File: src/rtl/bp_cfg_loader.sv
`default_nettype none
// ============================================================================
// Module   : bp_cfg_loader
// Purpose  : Walks a per-configuration register table and broadcasts each
//            field to every core, holding the cores frozen until complete.
// Revision : 1.0
// ============================================================================
module bp_cfg_loader #(
    parameter int num_core_p       = 4,
    parameter int num_regs_p       = 8,
    parameter int cfg_data_width_p = 64,
    parameter int cfg_addr_width_p = 16,
    parameter int max_cfgs_p       = 16,
    parameter int num_cfgs_p       = 9,
    localparam int SEL_W  = (max_cfgs_p > 1) ? $clog2(max_cfgs_p) : 1,
    localparam int REG_W  = (num_regs_p > 1) ? $clog2(num_regs_p) : 1,
    localparam int CORE_W = (num_core_p > 1) ? $clog2(num_core_p) : 1
) (
    input  logic                        clk_i,
    input  logic                        reset_i,
    input  logic                        start_v_i,
    input  logic [SEL_W-1:0]            cfg_sel_i,
    output logic                        start_ready_o,
    output logic                        tbl_rd_v_o,
    output logic [SEL_W-1:0]            tbl_cfg_o,
    output logic [REG_W-1:0]            tbl_reg_o,
    input  logic [cfg_data_width_p-1:0] tbl_data_i,
    output logic                        cfg_v_o,
    output logic [CORE_W-1:0]           cfg_core_o,
    output logic [cfg_addr_width_p-1:0] cfg_addr_o,
    output logic [cfg_data_width_p-1:0] cfg_data_o,
    input  logic                        cfg_ready_i,
    output logic [num_core_p-1:0]       freeze_o,
    output logic                        done_o,
    output logic                        error_o
);

    typedef enum logic [2:0] {
        ST_IDLE  = 3'd0,
        ST_SEND  = 3'd1,
        ST_READ  = 3'd2,
        ST_LATCH = 3'd3,
        ST_DONE  = 3'd4,
        ST_ERR   = 3'd5
    } state_t;

    state_t                      state, state_nxt;
    logic [SEL_W-1:0]            cfg_idx, cfg_idx_nxt;
    logic [REG_W-1:0]            reg_idx, reg_idx_nxt;
    logic [CORE_W-1:0]           core_idx, core_idx_nxt;
    logic [cfg_data_width_p-1:0] data_q, data_nxt;
    logic                        frozen, frozen_nxt;
    logic                        sel_bad, last_core, last_reg;

    // Index 0 is the reserved "no configuration" entry.
    assign sel_bad   = (cfg_sel_i == '0) || (32'(cfg_sel_i) >= 32'(num_cfgs_p));
    assign last_core = (core_idx == CORE_W'(num_core_p - 1));
    assign last_reg  = (reg_idx == REG_W'(num_regs_p - 1));

    always_ff @(posedge clk_i or posedge reset_i) begin
        if (reset_i) begin
            state    <= ST_IDLE;
            cfg_idx  <= '0;
            reg_idx  <= '0;
            core_idx <= '0;
            data_q   <= '0;
            frozen   <= 1'b1;
        end else begin
            state    <= state_nxt;
            cfg_idx  <= cfg_idx_nxt;
            reg_idx  <= reg_idx_nxt;
            core_idx <= core_idx_nxt;
            data_q   <= data_nxt;
            frozen   <= frozen_nxt;
        end
    end

    always_comb begin
        state_nxt     = state;
        cfg_idx_nxt   = cfg_idx;
        reg_idx_nxt   = reg_idx;
        core_idx_nxt  = core_idx;
        data_nxt      = data_q;
        frozen_nxt    = frozen;
        start_ready_o = 1'b0;
        tbl_rd_v_o    = 1'b0;
        cfg_v_o       = 1'b0;
        done_o        = 1'b0;
        error_o       = 1'b0;

        case (state)
            ST_IDLE: begin
                start_ready_o = 1'b1;
                if (start_v_i) begin
                    cfg_idx_nxt  = cfg_sel_i;
                    reg_idx_nxt  = '0;
                    core_idx_nxt = '0;
                    data_nxt     = '0;
                    frozen_nxt   = 1'b1;
                    state_nxt    = sel_bad ? ST_ERR : ST_SEND;
                end
            end
            ST_SEND: begin
                cfg_v_o = 1'b1;
                if (cfg_ready_i) begin
                    if (last_core) begin
                        core_idx_nxt = '0;
                        if (last_reg) begin
                            state_nxt = ST_DONE;
                        end else begin
                            reg_idx_nxt = reg_idx + REG_W'(1);
                            state_nxt   = ST_READ;
                        end
                    end else begin
                        core_idx_nxt = core_idx + CORE_W'(1);
                    end
                end
            end
            ST_READ: begin
                tbl_rd_v_o = 1'b1;
                state_nxt  = ST_LATCH;
            end
            ST_LATCH: begin
                data_nxt  = tbl_data_i;
                state_nxt = ST_SEND;
            end
            ST_DONE: begin
                done_o     = 1'b1;
                frozen_nxt = 1'b0;
                state_nxt  = ST_IDLE;
            end
            ST_ERR: begin
                error_o   = 1'b1;
                state_nxt = ST_IDLE;
            end
            default: state_nxt = ST_IDLE;
        endcase
    end

    // Register 0 carries the hart id rather than table contents.
    assign cfg_core_o = core_idx;
    assign cfg_addr_o = cfg_addr_width_p'(reg_idx);
    assign cfg_data_o = (reg_idx == '0) ? cfg_data_width_p'(core_idx) : data_q;
    assign tbl_cfg_o  = cfg_idx;
    assign tbl_reg_o  = reg_idx;
    assign freeze_o   = {num_core_p{frozen}};

endmodule
`default_nettype wire

File: config.mk
export PLATFORM = sky130hd
export DESIGN_NAME = bp_cfg_loader
export DESIGN_NICKNAME = d
export VERILOG_FILES = /design/src/rtl/bp_cfg_loader.sv
export SDC_FILE = /design/constraint.sdc
export NUM_CORES = 1
export LEC_CHECK = 0
export BUFFER_PORTS_ARGS = -buffer_cell sky130_fd_sc_hd__buf_4
export CORE_MARGIN = 10
export CORE_UTILIZATION = 35
export CTS_CLUSTER_DIAMETER = 30
export DETAILED_ROUTE_END_ITERATION = 16
export SYNTH_ARGS = -nofsm -noshare
export SYNTH_HDL_FRONTEND = slang
export SYNTH_SLANG_ARGS = --single-unit
File: constraint.sdc
create_clock -name clk_i -period 2.8 [get_ports clk_i]
set_input_delay 0.42 -clock clk_i [delete_from_list [all_inputs] [get_ports clk_i]]
set_output_delay 0.42 -clock clk_i [all_outputs]
set_load 0.01 [all_outputs]
## Word-level counts from Yosys, hierarchy flattened

Index checks and enable logic that the tools add are counted.

- $add $sub $neg: 2
- Muxes and demuxes: 25
- Reduce and logical (&&, ||, !) cells: 13
- Magnitude comparators: 1
- Equality and inequality tests: 11

Operators by type and width:

| cell | count |
|---|---|
| 2-to-1 mux 64 bit | 2 |
| one-hot mux 64 bit (2 select lines) | 1 |
| 2-to-1 mux 3 bit | 9 |
| one-hot mux 3 bit (4 select lines) | 1 |
| == test 3 bit, second input constant | 3 |
| != test 2 bit, second input constant | 4 |
| == test 3 x 2 -> 1 bit, second input constant | 2 |
| zero test 3 bit | 2 |
| 2-to-1 mux 1 bit | 6 |
| 2-to-1 mux 2 bit | 3 |
| one-hot mux 3 bit (2 select lines) | 1 |
| AND reduction 2 bit | 3 |
| AND reduction 3 bit | 2 |
| nonzero test 2 bit | 3 |
| AND reduction 5 bit | 1 |
| greater-or-equal comparator 4 bit, second input constant | 1 |
| zero test 4 bit | 1 |
| one-hot mux 2 bit (2 select lines) | 1 |
| adder 3 x 1 -> 3 bit, second input constant | 1 |
| == test 3 x 1 -> 1 bit, second input constant | 1 |
| adder 2 x 1 -> 2 bit, second input constant | 1 |
| == test 2 bit, second input constant | 1 |
| one-hot mux 1 bit (2 select lines) | 1 |
| logical OR 1 bit | 1 |

- Logic and storage cells: 58
- Bits of input ports: 72
- Flip-flop bits (word level): 77

## Longest topological paths before layout

- Depth after elaboration: 5
- Depth in mapped cells: 6

## Worst setup path after synthesis

Ideal clock, no wire load.

- Path kind: register to output
- From: register reg_idx[0] (netlist: tbl_reg_o[0])
- To: output port cfg_data_o[10]
- Data arrival time: 1.388 ns
- Buffers on the path: 2
- Stages on the path, launching flop included: 7
- Slack: 0.992 ns
- Cell sequence: dfrtp_1 inv_1 ha_1 nand2b_1 clkbuf_1 clkbuf_1 and2_1

- Longest elaborated chain between the ends: 2

RTL lines:

| what | line | RTL |
|---|---|---|
| start: declaration | 49 | `logic [REG_W-1:0] reg_idx, reg_idx_nxt;` |
| start signal: assignment | 71 | `reg_idx <= reg_idx_nxt;` |
| zero test 3 bit | 143 | `assign cfg_data_o = (reg_idx == '0) ? cfg_data_width_p'(core_idx) : data_q;` |
| 2-to-1 mux 64 bit | 143 |  |
| end: declaration | 31 | `output logic [cfg_data_width_p-1:0] cfg_data_o,` |

No other way between the ends.

## Final worst setup path

- From: register reg_idx[0] (netlist: tbl_reg_o[0])
- To: output port cfg_data_o[6]

The elaborated chain is that of the path after synthesis.

==> results.md <==
* GRT Overall Usage at 13.6%
* Num CTS Buffers at 9
* Syn avg cell area at 10.7 µm²
* TritonRoute pass-1 iters at 4
* Starting Density at 35.4%
* Slew @ Worst Pin at 0.734 ns
* MaxCap Viol Count at 0
* Post-route setup slack at 0.565 ns
* Initial antenna violation count at 0
* Synth Flop Type: dfrtp_1
* Required time worst endpoint at 2.38 ns
* Post-synthesis cell area at 0.00401 mm²
* Die H at 127 µm
* Worst Skew at 0.00403 ns
* Status: completed
* Clock power share at just over 20%
* Routed length per instance at 17.2 µm
* Gate power share at between 40% and 50%
* Final min period at 2.24 ns
* # fillers at 1135
* Final Cell Area at 0.00537 mm²
* Distinct cells, synth at 38
* Cts hold-fix bufs at 0
* Post-cts resize count at 0
* Cells after synthesis at 375
* Iteration-0 DRC Markers at 152
* Slew Limit Fails at 0
* Fraction of registers with async set/reset at 100%
* Total global routing overflow at 0
* Post-synthesis sequential area ratio at 48.1%
* Slew HR at 51.0%
* F_max at 447 MHz
* Kind of critical path: reg2out
* Share of cells above drive strength 1 at 39.9%
* Die area at around 0.016 mm²
* Crit-path max FO at 38
* Largest net degree at the start of global routing at 65
* Post-synth EDFFs at 0
* FP Rows at 39
* Area growth from synthesis to layout at 33.9%
* Worst min-delay path class: in2async
* Most frequent cells in the layout: buf_4, dfrtp_1, nand2_1
* Place WS at 0.740 ns
* Grt met3 use at roughly 5.5%
* Crit share post-route at approximately four fifths
* Post-DRT Antenna Nets at 0
* Met2 Use GR at 21.3%
* Sw power at 2040 µW
* Core Footprint at approximately 0.011 mm²
* Register Area at about 0.0019 mm²
* Detail Placement HPWL at 8270 µm
* Internal Power at approximately 3500 µW
* Critical Path AT at 1.82 ns
* Total vias in the final route at 3111
* Busiest layer in global routing: met2
* IO Pins at 170
* Via/cell ratio at 4.72
* Critical path endpoint category: output port
* Dpl cell area at 0.00507 mm²
* Diode count at 0
* Ranking of synthesized cells by area: dfrtp_1, o2bb2ai_1, and2_1
* CTS tree: yes
* First-pass GRT wire length at between 15000 and 20000 µm
* RSZ-0062 raised after global routing: no
* Pwr Total at roughly 5500 µW
* Switching share of total power at 36.9%
* Multi-input logic area at 0.00169 mm²
* H-tree depth at 3
* Syn. warnings at 0
* Startpoint Class: register
* Die W at 127 µm
* Reg clk slew, reported paths at 0.06 ns
* Synth Register Bits at 77
* Max VDD drop at about 0.55 mV
* Final setup violation count at 0
* Clock Sinks at slightly below 80
* Register share of total power at 32.7%
* Worst skew pair latency at 0.32 ns
* Final net count at 587
* Vias in the first global route at 3351
* Yosys top cell area share at 47.5%
* Final TNS setup at 0 ns
* Post-layout util at 47.4%
* Root Driver: clkbuf_16
* Leak at ~0.0026 µW
* Setup bufs post-CTS at 0
* Port-buffer cells at between 150 and 200
* Commonest non-fill, non-tap cell in the layout: buf_4
* Power density over cell area at around 1000 mW/mm²
* Grt met1 use at 16.7%
* Detailed Route WL at between 10000 and 15000 µm
* DRC viols at 0
* Hold Vio Cnt, Final at 0
* Clock Path Buffers at 2
* GPL Wtd Cong at 0.842
* Synth area leader: dfrtp_1
[layout make-up]
type / instances / share of cell area (%)
flip-flops and latches: 77 / 35.9
multi-input cells: 251 / 31.5
repair buffers: 164 / 23.2
clock buffers: 11 / 4.52
well taps: 143 / 3.33
clock inverters: 5 / 0.933
inverters: 8 / 0.630
[state kept, by name (all words and copies together), names as in the netlist]
| signal | flops |
|---|---|
| frozen | 1 |
| cfg_core_o | 2 |
| tbl_cfg_o | 4 |
| state | 3 |
| data_q | 64 |
| tbl_reg_o | 3 |
[through the flow]
step | hold WS, ns | cells
after floorplan | 0.478 | 387
after global placement | 0.498 | 643
after detailed placement | 0.500 | 643
after CTS | 0.229 | 659
after global routing | 0.254 | 659
final | 0.196 | 659
[Yosys cell counts, types with 2 or more instances]
cell type and number:
a21oi_1 3, a22o_1 2, and2_1 63, buf_12 2, buf_2 8, buf_4 22, buf_6 12, clkbuf_1 7
dfrtp_1 76, ha_1 4, inv_1 6, mux2_2 7, nand2_1 68, nor2_1 2, nor3_1 3, nor4_1 2
o21ai_0 4, o2bb2ai_1 53, o2bb2ai_2 12
[layer usage]
layer / part of all wire [%] / vias up
met5: 0 / -
met4: 0.90 / 0
met2: 47 / 102
met3: 8.3 / 9
li1: - / 1529
met1: 44 / 1471
[power groups by stage]
stage	combinational (µW)	sequential, µW	clock [µW]
2_1_floorplan	1690	1760	0
3_3_place_gp	2600	1810	0
3_5_place_dp	2640	1820	0
4_1_cts	2650	1810	1170
5_1_grt	2890	1860	1220
6_report	2570	1800	1140
[worst max-delay path: stages (launching register included)]
cell	delay, ns
dfrtp_1	0.42
inv_1	0.07
ha_1	0.21
nand2b_2	0.13
buf_4	0.32
and2_1	0.19
buf_4	0.12
[logic make-up after synthesis]
group	synth area share (%)
AND/OR/NAND/NOR	18.7
adder cells (fa/ha/maj)	1.25
buffers and inverters	11.0
multiplexers	2.22
flip-flops	48.1
other	0.0936
AO/OA/AOI/OAI	18.7
[worst paths after layout]
kind | from | end | slack (ns) | cells after the start
worst max-delay path | tbl_reg_o[0] | cfg_data_o[6] | 0.56 | 6
worst min-delay path | reset_i | state[1] | 0.20 | 2
worst max register to register | state[1] | frozen | 0.72 | 4
worst min register to register | data_q[17] | data_q[17] | 0.51 | 2
max in group asynchronous | reset_i | tbl_cfg_o[0] | 1.80 | 3
min in group clk_i | tbl_data_i[2] | data_q[2] | 0.30 | 2
Note: power is estimated with default switching activity, not from simulation.
